### src/rtl/uart_tx_scheduler_pkg.sv
// Shared types and defaults for the UART transmit scheduler family.
// Pure declarations: no logic, no latency, no flow control.
package uart_sched_pkg;

  typedef enum logic [1:0] {
    S_IDLE  = 2'd0,
    S_GRANT = 2'd1,
    S_BUSY  = 2'd2
  } state_t;

  localparam int DEF_N_REQ         = 4;
  localparam int DEF_CLKS_PER_BIT  = 868;
  localparam int DEF_TIMEOUT_TICKS = 4;

endpackage

### src/rtl/uart_tx_scheduler_if.sv
// Requester and transmitter side signals of the scheduler, grouped as one bundle.
// slave = scheduler view; master = requesters plus transmitter view.
interface uart_tx_scheduler_if
  import uart_sched_pkg::*;
#(
  parameter int N_REQ = DEF_N_REQ
) ();
  localparam int IDX_W = $clog2(N_REQ);

  logic                 i_ENABLE;
  logic [N_REQ-1:0]     i_REQ_VALID;
  logic [8*N_REQ-1:0]   i_REQ_DATA;
  logic [N_REQ-1:0]     o_REQ_ACK;
  logic                 i_TX_BUSY;
  logic                 o_TX_ENABLE;
  logic [7:0]           o_TX_DATA;
  logic                 o_CLK_ENABLE;
  logic [IDX_W-1:0]     o_GRANT_IDX;
  logic                 o_ACTIVE;
  logic                 o_ERROR;

  modport slave (
    input  i_ENABLE, i_REQ_VALID, i_REQ_DATA, i_TX_BUSY,
    output o_REQ_ACK, o_TX_ENABLE, o_TX_DATA, o_CLK_ENABLE,
           o_GRANT_IDX, o_ACTIVE, o_ERROR
  );

  modport master (
    output i_ENABLE, i_REQ_VALID, i_REQ_DATA, i_TX_BUSY,
    input  o_REQ_ACK, o_TX_ENABLE, o_TX_DATA, o_CLK_ENABLE,
           o_GRANT_IDX, o_ACTIVE, o_ERROR
  );

endinterface

### src/rtl/uart_baud_gen.sv
// Free-running baud tick: one-cycle registered pulse every CLKS_PER_BIT clocks.
// Tick lands on the cycle the counter sits at CLKS_PER_BIT-1; no backpressure.
module uart_baud_gen
  import uart_sched_pkg::*;
#(
  parameter int CLKS_PER_BIT = DEF_CLKS_PER_BIT
) (
  input  logic i_CLK,
  input  logic i_RESET_N,
  output logic o_CLK_ENABLE
);
  localparam int CW = (CLKS_PER_BIT > 2) ? $clog2(CLKS_PER_BIT) : 1;

  logic [CW-1:0] cnt;

  // Tick is registered one count early so it coincides with cnt == CLKS_PER_BIT-1.
  always_ff @(posedge i_CLK or negedge i_RESET_N) begin
    if (!i_RESET_N) begin
      cnt          <= '0;
      o_CLK_ENABLE <= 1'b0;
    end else begin
      cnt          <= (cnt == CW'(CLKS_PER_BIT - 1)) ? '0 : cnt + CW'(1);
      o_CLK_ENABLE <= (cnt == CW'(CLKS_PER_BIT - 2));
    end
  end

endmodule

### src/rtl/uart_tx_scheduler.sv
// Round-robin share of one uart_transmitter; grant one cycle after valid, abort after TIMEOUT_TICKS.
// Requesters hold valid/data until their one-cycle ack; i_TX_BUSY stalls all new grants.
module uart_tx_scheduler
  import uart_sched_pkg::*;
#(
  parameter int N_REQ         = DEF_N_REQ,
  parameter int CLKS_PER_BIT  = DEF_CLKS_PER_BIT,
  parameter int TIMEOUT_TICKS = DEF_TIMEOUT_TICKS
) (
  input logic                i_CLK,
  input logic                i_RESET_N,
  uart_tx_scheduler_if.slave bus
);
  localparam int IDX_W = $clog2(N_REQ);
  localparam int TW    = $clog2(TIMEOUT_TICKS + 1);

  state_t            state;
  logic [IDX_W-1:0]  ptr;
  logic [IDX_W-1:0]  grant_idx;
  logic [TW-1:0]     tick_cnt;
  logic              tx_en;
  logic [7:0]        tx_dat;
  logic              active;
  logic              err;
  logic [N_REQ-1:0]  ack;
  logic              clk_en;
  logic [IDX_W-1:0]  pick;

  // Search starts just after the last served (or aborted) requester.
  function automatic logic [IDX_W-1:0] rr_pick(input logic [N_REQ-1:0] vld,
                                               input logic [IDX_W-1:0] last);
    logic [IDX_W-1:0] idx;
    logic [IDX_W-1:0] win;
    logic             found;
    idx   = last;
    win   = '0;
    found = 1'b0;
    for (int i = 0; i < N_REQ; i++) begin
      idx = (idx == IDX_W'(N_REQ - 1)) ? '0 : idx + IDX_W'(1);
      if (!found && vld[idx]) begin
        win   = idx;
        found = 1'b1;
      end
    end
    return win;
  endfunction

  uart_baud_gen #(.CLKS_PER_BIT(CLKS_PER_BIT)) u_baud_gen (
    .i_CLK        (i_CLK),
    .i_RESET_N    (i_RESET_N),
    .o_CLK_ENABLE (clk_en)
  );

  assign pick = rr_pick(bus.i_REQ_VALID, ptr);

  always_ff @(posedge i_CLK or negedge i_RESET_N) begin
    if (!i_RESET_N) begin
      state     <= S_IDLE;
      ptr       <= IDX_W'(N_REQ - 1);
      grant_idx <= '0;
      tick_cnt  <= '0;
      tx_en     <= 1'b0;
      tx_dat    <= '0;
      active    <= 1'b0;
      err       <= 1'b0;
      ack       <= '0;
    end else begin
      ack <= '0;
      err <= 1'b0;
      case (state)
        S_IDLE: begin
          if (bus.i_ENABLE && !bus.i_TX_BUSY && (|bus.i_REQ_VALID)) begin
            grant_idx <= pick;
            tx_dat    <= bus.i_REQ_DATA[{pick, 3'b000} +: 8];
            tx_en     <= 1'b1;
            active    <= 1'b1;
            tick_cnt  <= '0;
            state     <= S_GRANT;
          end
        end
        S_GRANT: begin
          // Busy beats a timeout landing on the same edge.
          if (bus.i_TX_BUSY) begin
            ack[grant_idx] <= 1'b1;
            tx_en          <= 1'b0;
            ptr            <= grant_idx;
            state          <= S_BUSY;
          end else if (clk_en) begin
            tick_cnt <= tick_cnt + TW'(1);
            if (tick_cnt == TW'(TIMEOUT_TICKS - 1)) begin
              tx_en  <= 1'b0;
              err    <= 1'b1;
              active <= 1'b0;
              ptr    <= grant_idx;
              state  <= S_IDLE;
            end
          end
        end
        S_BUSY: begin
          if (!bus.i_TX_BUSY) begin
            active <= 1'b0;
            state  <= S_IDLE;
          end
        end
        default: state <= S_IDLE;
      endcase
    end
  end

  assign bus.o_REQ_ACK    = ack;
  assign bus.o_TX_ENABLE  = tx_en;
  assign bus.o_TX_DATA    = tx_dat;
  assign bus.o_CLK_ENABLE = clk_en;
  assign bus.o_GRANT_IDX  = grant_idx;
  assign bus.o_ACTIVE     = active;
  assign bus.o_ERROR      = err;

endmodule

### src/flat_wrapper.sv
// flat-port wrapper written by rule: the top's interface ports become plain ports
module uart_tx_scheduler_flat import uart_sched_pkg::*;
#(
  parameter int N_REQ         = DEF_N_REQ,
  parameter int CLKS_PER_BIT  = DEF_CLKS_PER_BIT,
  parameter int TIMEOUT_TICKS = DEF_TIMEOUT_TICKS
)
  (i_CLK, i_RESET_N, bus_i_ENABLE, bus_i_REQ_VALID, bus_i_REQ_DATA, bus_i_TX_BUSY, bus_o_REQ_ACK, bus_o_TX_ENABLE, bus_o_TX_DATA, bus_o_CLK_ENABLE, bus_o_GRANT_IDX, bus_o_ACTIVE, bus_o_ERROR);
  uart_tx_scheduler_if #(.N_REQ(N_REQ)) bus_i ();
  input logic i_CLK;
  input logic i_RESET_N;
  input wire logic [$bits(bus_i.i_ENABLE)-1:0] bus_i_ENABLE;
  input wire logic [$bits(bus_i.i_REQ_VALID)-1:0] bus_i_REQ_VALID;
  input wire logic [$bits(bus_i.i_REQ_DATA)-1:0] bus_i_REQ_DATA;
  input wire logic [$bits(bus_i.i_TX_BUSY)-1:0] bus_i_TX_BUSY;
  output wire logic [$bits(bus_i.o_REQ_ACK)-1:0] bus_o_REQ_ACK;
  output wire logic [$bits(bus_i.o_TX_ENABLE)-1:0] bus_o_TX_ENABLE;
  output wire logic [$bits(bus_i.o_TX_DATA)-1:0] bus_o_TX_DATA;
  output wire logic [$bits(bus_i.o_CLK_ENABLE)-1:0] bus_o_CLK_ENABLE;
  output wire logic [$bits(bus_i.o_GRANT_IDX)-1:0] bus_o_GRANT_IDX;
  output wire logic [$bits(bus_i.o_ACTIVE)-1:0] bus_o_ACTIVE;
  output wire logic [$bits(bus_i.o_ERROR)-1:0] bus_o_ERROR;
  assign bus_i.i_ENABLE = bus_i_ENABLE;
  assign bus_i.i_REQ_VALID = bus_i_REQ_VALID;
  assign bus_i.i_REQ_DATA = bus_i_REQ_DATA;
  assign bus_i.i_TX_BUSY = bus_i_TX_BUSY;
  assign bus_o_REQ_ACK = bus_i.o_REQ_ACK;
  assign bus_o_TX_ENABLE = bus_i.o_TX_ENABLE;
  assign bus_o_TX_DATA = bus_i.o_TX_DATA;
  assign bus_o_CLK_ENABLE = bus_i.o_CLK_ENABLE;
  assign bus_o_GRANT_IDX = bus_i.o_GRANT_IDX;
  assign bus_o_ACTIVE = bus_i.o_ACTIVE;
  assign bus_o_ERROR = bus_i.o_ERROR;
  uart_tx_scheduler #(.N_REQ(N_REQ), .CLKS_PER_BIT(CLKS_PER_BIT), .TIMEOUT_TICKS(TIMEOUT_TICKS)) u_core (.i_CLK(i_CLK), .i_RESET_N(i_RESET_N), .bus(bus_i));
endmodule
### config.mk
export PLATFORM = sky130hd
export DESIGN_NAME = uart_tx_scheduler_flat
export DESIGN_NICKNAME = d
export VERILOG_FILES = /design/src/rtl/uart_tx_scheduler_pkg.sv /design/src/rtl/uart_tx_scheduler_if.sv /design/src/rtl/uart_baud_gen.sv /design/src/rtl/uart_tx_scheduler.sv /design/src/flat_wrapper.sv
export SDC_FILE = /design/constraint.sdc
export NUM_CORES = 1
export LEC_CHECK = 0
export ABC_AREA = 1
export BUFFER_PORTS_ARGS = -buffer_cell sky130_fd_sc_hd__buf_4
export CAP_MARGIN = 20
export CORE_ASPECT_RATIO = 1.4
export CORE_MARGIN = 2
export CORE_UTILIZATION = 58
export DETAILED_ROUTE_END_ITERATION = 10
export PLACE_DENSITY = 0.91
export SLEW_MARGIN = 20
export SYNTH_ARGS = -nofsm -noshare
export SYNTH_HDL_FRONTEND = slang
export SYNTH_SLANG_ARGS = --single-unit
### constraint.sdc
create_clock -name i_CLK -period 6 [get_ports i_CLK]
set_clock_uncertainty 0.2 [all_clocks]
set_input_delay 1.2 -clock i_CLK [delete_from_list [all_inputs] [get_ports i_CLK]]
set_output_delay 1.2 -clock i_CLK [all_outputs]
set_load 0.01 [all_outputs]
**Word level (Yosys, flattened, before mapping)**

Index checks and enable logic that the tools add are counted.

- Add/subtract/negate cells: 6
- $lt $le $gt $ge: 6
- Eq/ne operators: 16
- Shifts and indexed selects: 1
- Mux-type cells: 49
- Reductions and logical operators: 22

Operators with widths:

| cell | number |
|---|---|
| $mux 2 | 16 |
| $shiftx 32x6->8 | 1 |
| $eq 10x10->1 const B | 2 |
| $mux 1 | 18 |
| $lt 2x3->1 const B | 5 |
| $reduce_and 4->1 | 3 |
| $add 10x1->10 const B | 1 |
| $eq 2x2->1 const B | 5 |
| $mux 10 | 1 |
| $mux 3 | 3 |
| $add 2x1->2 const B | 4 |
| $bmux 1 s2 | 4 |
| $mux 4 | 2 |
| $logic_and 1x1->1 | 6 |
| $ne 2x2->1 const B | 3 |
| $pmux 2 s3 | 1 |
| $pmux 3 s2 | 1 |
| $reduce_and 6->1 | 1 |
| $reduce_bool 2->1 | 3 |
| $logic_not 1->1 | 4 |
| $ne 2x1->1 const B | 2 |
| $reduce_or 4->1 | 1 |
| $add 3x1->3 const B | 1 |
| $eq 3x2->1 const B | 1 |
| 11 further kinds | 11 |

- Flip-flop bits (word level): 35
- Input bits: 40
- Output and inout port bits: 18
- Word-level logic and storage cells: 111

**Logic depth before layout (Yosys ltp)**

Gate-level depths: netlist (run 1).

- Depth in word-level cells: 15
- Mapped depth: 18
- Gate-level depth less buffers: 16

**Hierarchy**

From an unflattened synthesis (run 1), not the netlist that was laid out.

- Cells, all modules: 336
- Area, all modules: 2,408.6 um2

By module, submodules not included:

| module | instances | cells each | area an instance (um2) | seq. area each (um2) |
|---|---|---|---|---|
| uart_tx_scheduler | 1 | 265 | 1,839.3 | 603.1 |
| uart_baud_gen | 1 | 71 | 569.3 | 275.3 |

**Worst setup path before layout (run 1)**

OpenSTA, ideal clock, no wires.

- Path type: in2reg
- Start point: input port bus_i_REQ_VALID[3]
- End point: register u_core.tx_dat[7] (netlist: u_core.bus.o_TX_DATA[7])
- Setup time: 116 ps
- Arrival time: 2,219 ps
- Data required time: 5,684 ps
- Setup slack: 3,465 ps
- Stages on the path: 13
- Buffers on the path: 1
- Cells stage by stage: inv_1 > nand2_1 > nand3_2 > nand2_2 > nor2_4 > nand4_4 > nand2_4 > buf_12 > nand2_2 > nand3_2 > nand2_1 > nand2_1 > nand2_1

- Cells in the longest elaborated chain, start to end: 13
- Elaborated cells on any way between the ends: 25
- Those cells by class: shift: 1; mux: 15; reduce/logical: 9

Ends and longest elaborated chain:

| element | line | RTL |
|---|---|---|
| from (decl) | flat_wrapper.sv:13 | `input wire logic [$bits(bus_i.i_REQ_VALID)-1:0] bus_i_REQ_VALID;` |
| $bmux 1 s2 | uart_tx_scheduler.sv:40 | `if (!found && vld[idx]) begin` |
| $mux 1 (not written as such) | uart_tx_scheduler.sv:40 |  |
| $mux 1 | uart_tx_scheduler.sv:40 |  |
| $logic_not 1->1 | uart_tx_scheduler.sv:40 |  |
| $logic_and 1x1->1 | uart_tx_scheduler.sv:40 |  |
| $mux 1 | uart_tx_scheduler.sv:40 |  |
| $logic_not 1->1 | uart_tx_scheduler.sv:40 |  |
| $logic_and 1x1->1 | uart_tx_scheduler.sv:40 |  |
| $mux 1 | uart_tx_scheduler.sv:40 |  |
| $logic_not 1->1 | uart_tx_scheduler.sv:40 |  |
| $logic_and 1x1->1 | uart_tx_scheduler.sv:40 |  |
| $mux 2 | uart_tx_scheduler.sv:40 |  |
| $shiftx 32x6->8 | uart_tx_scheduler.sv:74 | `tx_dat <= bus.i_REQ_DATA[{pick, 3'b000} +: 8];` |
| to (signal assigned) | uart_tx_scheduler.sv:74 |  |
| to (decl) | uart_tx_scheduler.sv:22 | `logic [7:0] tx_dat;` |

Parallel ways exist; a longest one is shown, timed or not. The select of a mux whose other input is x is not followed.
A chain may end at the register's enable or synchronous reset.

**Worst setup path after layout (run 1)**

- Start point: input port bus_i_REQ_VALID[0]
- End point: register u_core.tick_cnt[0]

- Cells in the longest elaborated chain, start to end: 4

Ends and longest elaborated chain:

| element | line | RTL |
|---|---|---|
| $reduce_or 4->1 | uart_tx_scheduler.sv:72 | `if (bus.i_ENABLE && !bus.i_TX_BUSY && (\|bus.i_REQ_VALID)) begin` |
| $logic_and 1x1->1 | uart_tx_scheduler.sv:72 |  |
| $ne 2x1->1 (no line) | - |  |
| $reduce_and 4->1 (no line) | - |  |
| to (signal assigned) | uart_tx_scheduler.sv:89 | `tick_cnt <= tick_cnt + TW'(1);` |
| to (decl) | uart_tx_scheduler.sv:20 | `logic [TW-1:0] tick_cnt;` |

Every way passes these cells.

==> summary.md, run 1 <==
| Metric | Value |
|---|---|
| GR Util met2 | between 40 and 50% |
| Area grow syn2layout | 20.7% |
| Worst skew pair latency | around 0.28 ns |
| Violated checks | design-rule violations |
| Initial Util | a little over 60% |
| DPL Wire Length | a little over 4000 µm |
| Layout cells sized above 1 | a little over a quarter |
| Clk pin slew, worst setup/hold paths | about 0.060 ns |
| Cell Count Post-Placement | 420 |
| Worst Hold Launch | u_core.bus.o_TX_DATA[0]$_DFFE_PN0P_ |
| Total CTS buffers | 5 |
| Crit Path Max Fanout | 11 |
| GRT met3 Usage | approximately 6.3% |
| Synth area leaders | dfrtp_1 (34%), nand2_1 (14%), inv_1 (7.9%) |
| CTS Buffer Depth | 2 |
| Final WS setup | approximately 3.2 ns |
| DR DRC count | 4 |
| # hold bufs at CTS | 0 |
| Share of the synthesized area in the top cell type | 34.0% |
| RSZ-0062 raised after global routing | no |
| DIE AREA | 0.00472 mm² |
| Worst Path Required | 5.96 ns |
| Hold Path End | u_core.bus.o_TX_DATA[0]$_DFFE_PN0P_ |
| # nets final | 433 |
| Tcrit/Tclk final | between 40% and 50% |
| Hold crit path type | flip-flop to flip-flop |
| DRT antenna net count | 0 |
| Post-layout min period | 2.77 ns |
| Grt met1 use | 25.8% |
| Critical Path Source Type | input port |
| CTS tree | done |
| Syn Nets | 377 |
| WS Path Type | input port to flip-flop |
| Drt via density | 5.37 |
| Drt pass-1 iters | 7 |
| Post-synth ARST share | 100% |
| Antenna fix cells | 0 |
| Max Slew Vio Count | 0 |
| Iteration-0 DRC Markers | between 100 and 150 |
| Worst R2R End | u_core.bus.o_TX_DATA[6]$_DFFE_PN0P_ |
| CORE AREA | approximately 0.0040 mm² |
| Count of cell types in the netlist | 35 |
| Primary FF master, synth | dfrtp_1 |
| Post-synth EDFFs | 0 |
| Post-CTS sizing | 0 |
| Initial antenna violation count | 0 |
| Post-synthesis sequential area ratio | a little over a third |
| Least-Margin Pin Slew | ~0.74 ns |
| Largest family of logic cells by synthesized area | simple AND/OR/NAND/NOR gates |
| Synth Cell Area | about 0.0024 mm² |
| Synthesized instance count | 328 |
| Setup Fix Bufs, Post-CTS | 0 |
| Die Y | 80.5 µm |
| Post-Synth Simple-Gate Area | ~41% |
| VDD IR max | approximately 0.00037 V |
| R2R Setup Slk | around 3.3 ns |
| Largest net degree at the start of global routing | 36 |
| H-tree depth | 2 |
| Port bufs | 57 |
| Grt total ovfl | 0 |
| WL per Instance | between 10 and 15 µm |
| Pre-CTS setup slack | a little under 3 ns |
| Multiplexer share of the synthesized area | 0% |
| Hold-critical path depth | 2 |
| Synth Area in Adders | about 4.6% |
| Max Cap Viol | 0 |
| Post-Synth XOR/XNOR Area | approximately 1.1% |
| I/O pin cnt | between 50 and 60 |
| Placer congestion estimate | slightly below 0.9 |
| Vias in the first global route | about 2,200 |
| Post-route non-filler standard cell count | 428 |
| Status | complete, but fails checks |
| Number of synthesized register bits | 35 |
| Mean Syn Cell Area | 7.40 µm² |
| Complex-gate fraction of the synthesized area | 5.21% |
| Area leader, netlist | dfrtp_1 |
| RR Startpoint | u_core.ptr[0]$_DFFE_PN1P_ |
| Top Usage Layer GRT | met2 |
| Root Driver | clkbuf_8 |
| Leakage | roughly 0.0016 µW |
| Hold Vio Cnt, Final | 0 |
| Rel. slew slack | about half |
| Clock sink count | 35 |
| Rows | 27 |
| Post-Route Setup TNS | 0 ns |
| CP Capture Type | flip-flop |
| Worst Path Arrival | around 2.7 ns |
| Register-to-Register Path Depth | 15 |
| PD cells | a little under 600 mW/mm² |
| GRT Total Usage | between 20% and 30% |
| Hold_ws | roughly 0.28 ns |
| Final setup fails | 0 |
| Vias post-DR | about 2,300 |
| Global-route wire length before repair | between 9000 and 10,000 µm |
| Max Fclk | ~0.36 GHz |
| Drt total wl | around 5300 µm |
| Synth warn | 0 |
| Die width | just under 60 µm |
## cells in the mapped netlist, types with 2 or more instances
library cell and instances:
nor3_1 8, inv_1 51, buf_12 2, buf_2 2, nand2_2 22, nand2_1 91, buf_4 2, dfstp_2 2
ha_1 9, nor2_1 14, o21ai_0 12, nand3_2 5, a21oi_1 4, nand4_1 3, xor2_1 2, nor3b_1 2
dfrtp_1 33, nand3_1 36, nand3b_1 8, inv_2 2, nand2_4 4
## metrics by stage
| stage | power, µW | utilization (%) | cell area (µm²) |
|---|---|---|---|
| 2_1_floorplan | 1340 | - | 2430 |
| 3_3_place_gp | 1480 | 70.9 | 2830 |
| 3_5_place_dp | 1520 | 70.9 | 2830 |
| 4_1_cts | 1710 | 73.4 | 2930 |
| 5_1_grt | 1890 | 73.4 | 2930 |
| 6_report | 1700 | 73.4 | 2930 |
## final cells by class
class	count	area, µm²
inverters	54	205
well taps	43	53.8
repair buffers	57	428
multi-input cells	231	1260
flip-flops and latches	35	878
clock buffers	8	100
fillers	312	1060
## cell families (layout without fill, tap and decap cells)
family	count (synthesis)	after routing
AND/OR/NAND/NOR	197	197
buffers and inverters	62	119
flip-flops	35	35
AO/OA/AOI/OAI	22	22
adder cells (fa/ha/maj)	9	9
XOR/XNOR	3	3
## metal layers
metal  up-vias  wire, µm
li1       1144         -
met1      1053      1970
met2        83      2810
met3        18       358
met4         0       131
met5         -         0
## layout by cell type (no fill, tap or decap), types with 7 or more instances in the layout
cell and count:
buf_4 57, clkbuf_8 7, dfrtp_1 33, ha_1 9, inv_1 51, nand2_1 91
nand2_2 22, nand3_1 36, nand3b_1 8, nor2_1 14, nor3_1 8, o21ai_0 12
## power breakdown
group	internal, µW	total, µW	switching (µW)
registers	304	352	47.2
clock network	105	182	77.0
logic	408	1170	763
total	817	1700	887
## worst max-delay path: stages
cell and delay, ns:
buf_4 0.09, inv_1 0.06, a41oi_1 0.27, nand3_1 0.36, o21ai_0 0.23, inv_1 0.07
nor2_1 0.23, inv_1 0.10, nand2_1 0.07, o21ai_0 0.07
## flip-flops by register name, summed over array words and instances (netlist names)
register / flops
u_core.u_baud_gen.cnt: 10
u_core.bus.o_TX_DATA: 8
u_core.bus.o_REQ_ACK: 4
u_core.tick_cnt: 3
u_core.bus.o_GRANT_IDX: 2
u_core.ptr: 2
u_core.state: 2
u_core.bus.o_ACTIVE: 1
u_core.bus.o_ERROR: 1
u_core.bus.o_TX_ENABLE: 1
u_core.u_baud_gen.o_CLK_ENABLE: 1
## how the worst max path moves through the flow
stage,from,end,depth (start not counted)
finish,bus_i_REQ_VALID[0],u_core.tick_cnt[0]$_DFFE_PN0P_,10
global route,u_core.ptr[0]$_DFFE_PN1P_,u_core.bus.o_TX_DATA[6]$_DFFE_PN0P_,15
CTS,bus_i_REQ_VALID[3],u_core.bus.o_TX_DATA[6]$_DFFE_PN0P_,13
detailed placement,bus_i_REQ_VALID[3],u_core.bus.o_TX_DATA[6]$_DFFE_PN0P_,13
global placement,bus_i_REQ_VALID[3],u_core.bus.o_TX_DATA[0]$_DFFE_PN0P_,13
floorplan,bus_i_REQ_VALID[3],u_core.bus.o_TX_DATA[7]$_DFFE_PN0P_,13
Power figures use the tool's default switching activity.
==> run 2: changes to the inputs <==
- CORE_UTILIZATION: 58 -> 49
- PLACE_DENSITY: 0.91 -> 0.83
- clock period: 6 -> 2.5 ns (I/O delays scaled with it)
==> run 2 against run 1 <==
Cell area rose by 6.8%. Setup slack worse by 3.1 ns. Non-clock buffer count increased by 15. Largest power group unchanged. Highest routed layer unchanged. The run now ends clean. Sequential cell count unchanged. Critical path type is now flip-flop to flip-flop. Count of clock-buffer cells in the layout is 2 lower.
==> summary.md, run 2 (same netlist as run 1, synthesis figures left out) <==
| Metric | Value |
|---|---|
| Power Total | 4630 µW (was 1700 µW) |
| Switch share | 48.2% (was 52.1%) |
| Int Power | 2400 µW (was 817 µW) |
| Layout cells sized above 1 | 30.4% (was 27.3%) |
| Max Cap Viol | 0 (unchanged) |
| Clock sink count | 35 (unchanged) |
| Register-to-Register Path Depth | 15 (unchanged) |
| Commonest non-fill, non-tap cell in the layout | nand2_1 (unchanged) |
| Worst R2R End | u_core.bus.o_TX_DATA[2]$_DFFE_PN0P_ (was u_core.bus.o_TX_DATA[6]$_DFFE_PN0P_) |
| Most frequent cell on the critical path | nand2_1 (was inv_1) |
| Status | completed (was complete, but fails checks) |
| Vias in the first global route | 2,091 (was 2,223) |
| Drt total wl | 5450 µm (was 5270 µm) |
| R2R Setup Slk | 0.16 ns (was 3.29 ns) |
| Max FFs per register | 10 (unchanged) |
| DIE AREA | 0.00554 mm² (was 0.00472 mm²) |
| Hold crit path type | input port to flip-flop (was flip-flop to flip-flop) |
| Total CTS buffers | 5 (unchanged) |
| Grt total ovfl | 0 (unchanged) |
| Max stage delay on crit path | 0.56 ns (was 0.36 ns) |
| Most frequent cells in the layout | nand2_1 (91), buf_4 (70), inv_1 (51), nand3_1 (36), dfrtp_1 (33) (was nand2_1 (91), buf_4 (57), inv_1 (51), nand3_1 (36), dfrtp_1 (33)) |
| PD cells | 1480 mW/mm² (was 582 mW/mm²) |
| Clock power share | 11.2% (was 10.7%) |
| WL per Instance | 11.7 µm (was 12.3 µm) |
| Largest net degree at the start of global routing | 36 (unchanged) |
| Root Driver | clkbuf_8 (unchanged) |
| Vias post-DR | 2,268 (was 2,298) |
| Worst Path Required | 2.52 ns (was 5.96 ns) |
| Port bufs | 57 (unchanged) |
| Post-route non-filler standard cell count | 465 (was 428) |
| H-tree depth | 2 (unchanged) |
| CP cell instances | ha_4 > nor2_2 > buf_4 > nand2_1 > nand2_2 > nand2_2 > nand2_4 > nor2_4 > nand4_4 > buf_4 > nand3b_1 > nand3_1 > nand2_1 > nand2_1 > nand2_1 (was buf_4 > inv_1 > a41oi_1 > nand3_1 > o21ai_0 > inv_1 > nor2_1 > inv_1 > nand2_1 > o21ai_0) |
| Psw | 2230 µW (was 887 µW) |
| I/O pin cnt | 58 (unchanged) |
| Leakage | 0.00169 µW (was 0.00160 µW) |
| Drt pass-1 iters | 4 (was 7) |
| Max Fclk | between 0.4 and 0.5 GHz |
| Hold Vio Cnt, Final | 0 (unchanged) |
| Hold-critical path depth | 2 (unchanged) |
| Antenna fix cells | 0 (unchanged) |
| Post-route cell area | 0.00313 mm² (was 0.00293 mm²) |
| VDD IR max | 0.000896 V (was 0.000370 V) |
| DR DRC count | 0 (was 4) |
| Tcrit/Tclk final | 93.4% |
| Least-Margin Pin Slew | 0.617 ns (was 0.740 ns) |
| RR Startpoint | u_core.ptr[0]$_DFFE_PN1P_ (unchanged) |
| WS Path Type | flip-flop to flip-flop (was input port to flip-flop) |
| Worst Path Arrival | 2.36 ns (was 2.73 ns) |
| Area grow syn2layout | 28.9% (was 20.7%) |
| Iteration-0 DRC Markers | 199 (was 119) |
| DRT antenna net count | 0 (unchanged) |
| CORE AREA | 0.00480 mm² (was 0.00399 mm²) |
| Fill cells | 431 (was 312) |
| Clk pin slew, worst setup/hold paths | 0.07 ns (was 0.06 ns) |
| Logic pwr share | 70.6% (was 68.7%) |
| Worst Hold Launch | bus_i_TX_BUSY (was u_core.bus.o_TX_DATA[0]$_DFFE_PN0P_) |
| Final setup fails | 0 (unchanged) |
| Top reg by flops | u_core.u_baud_gen.cnt (unchanged) |
| Initial antenna violation count | 0 (unchanged) |
| Worst skew pair latency | 0.29 ns (was 0.28 ns) |
| GRT Total Usage | 20.7% (was 24.6%) |
| Register share of total power | 18.2% (was 20.6%) |
| Post-layout min period | 2.34 ns |
| Critical Path Source Type | flip-flop (was input port) |
| Rows | 30 (was 27) |
| Post-Route Setup TNS | 0 ns (unchanged) |
| Global-route wire length before repair | 9070 µm (was 9030 µm) |
| CP Capture Type | flip-flop (unchanged) |
| # nets final | 449 (was 433) |
| Drt via density | 4.88 (was 5.37) |
| Die width | 63.5 µm (was 58.7 µm) |
| Placed Area | 0.00290 mm² (was 0.00283 mm²) |
| CTS tree | done (unchanged) |
| Rel. slew slack | 57.8% (was 50.5%) |
| Crit Path Max Fanout | 14 (was 11) |
| DPL Wire Length | 4190 µm (was 4130 µm) |
| Cell Count Post-Placement | 447 (was 420) |
| Slowest CP cell | dfstp_2 (was nand3_1) |
| CTS Buffer Depth | 2 (unchanged) |
| Placer congestion estimate | 0.864 (was 0.890) |
| RSZ-0062 raised after global routing | no (unchanged) |
| Initial Util | 50.5% (was 60.9%) |
| Hold Path End | u_core.bus.o_ERROR$_DFF_PN0_ (was u_core.bus.o_TX_DATA[0]$_DFFE_PN0P_) |
| Max Slew Vio Count | 0 (unchanged) |
| Die Y | 87.3 µm (was 80.5 µm) |
==> run 2: changes by cell type in the layout (fill, tap and decap cells not counted), sizes merged <==
| cell | delta |
|---|---|
| buf | +14 |
| nand2 | +1 |
| bufinv | +1 |
| dlygate4sd3 | +1 |
| clkinv | +1 |
| clkbuf | -2 |
==> run 2: routing by layer <==
layer	up-vias	wire, µm	track usage, %
li1	1179	-	-
met1	1032	2200	23.4
met2	51	2980	38.5
met3	6	196	3.49
met4	0	82	7.91
met5	-	0	0
==> run 2: power groups by stage <==
stage	clock network, µW	registers (µW)	logic, µW
2_1_floorplan	0	872	2350
3_3_place_gp	0	839	2800
3_5_place_dp	0	844	2850
4_1_cts	539	833	2860
5_1_grt	563	863	3660
6_report	520	841	3270
==> run 2: stage by stage <==
step	utilization [%]	setup WS, ns	hold WS (ns)
final	65.1	0.164	0.217
after global routing	65.1	0.00901	0.218
after CTS	63.0	0.0251	0.201
after detailed placement	60.3	0.0321	0.269
after global placement	60.3	0.102	0.266
after floorplan	-	0.148	0.00441
==> run 2: how the worst max path moves through the flow <==
stage / cells after the start / end / startpoint / slack, ns
floorplan: 17 / u_core.bus.o_TX_DATA[7]$_DFFE_PN0P_ / u_core.ptr[0]$_DFFE_PN1P_ / 0.15
global placement: 15 / u_core.bus.o_TX_DATA[0]$_DFFE_PN0P_ / u_core.ptr[0]$_DFFE_PN1P_ / 0.10
detailed placement: 14 / u_core.bus.o_TX_DATA[7]$_DFFE_PN0P_ / u_core.ptr[0]$_DFFE_PN1P_ / 0.03
CTS: 14 / u_core.bus.o_TX_DATA[7]$_DFFE_PN0P_ / u_core.ptr[0]$_DFFE_PN1P_ / 0.03
global route: 15 / u_core.bus.o_TX_DATA[0]$_DFFE_PN0P_ / u_core.ptr[0]$_DFFE_PN1P_ / 0.009
finish: 15 / u_core.bus.o_TX_DATA[2]$_DFFE_PN0P_ / u_core.ptr[0]$_DFFE_PN1P_ / 0.16
==> run 2: final cells by class <==
cell class              count  area [µm²]  share of cell area (%)
multi-input cells         232        1290                    41.4
well taps                  64        80.1                    2.56
clock inverters             2        35.0                    1.12
repair buffers             72         551                    17.6
inverters                  54         205                    6.56
flip-flops and latches     35         878                    28.1
clock buffers               6        82.6                    2.64
==> run 2: worst max-delay path: cells and delay by family (launching register included) <==
kind,cells,cell delay [ns]
AND/OR/NAND/NOR,12,0.97
buffers and inverters,2,0.39
adder cells (fa/ha/maj),1,0.14
flip-flops,1,0.56
==> run 2: repair_timing <==
action,in CTS,in global routing
hold buffers,1,0
buffers inserted,0,8
setup endpoints to repair,0,8
resized for setup,0,6
endpoints found under the hold margin,33,0
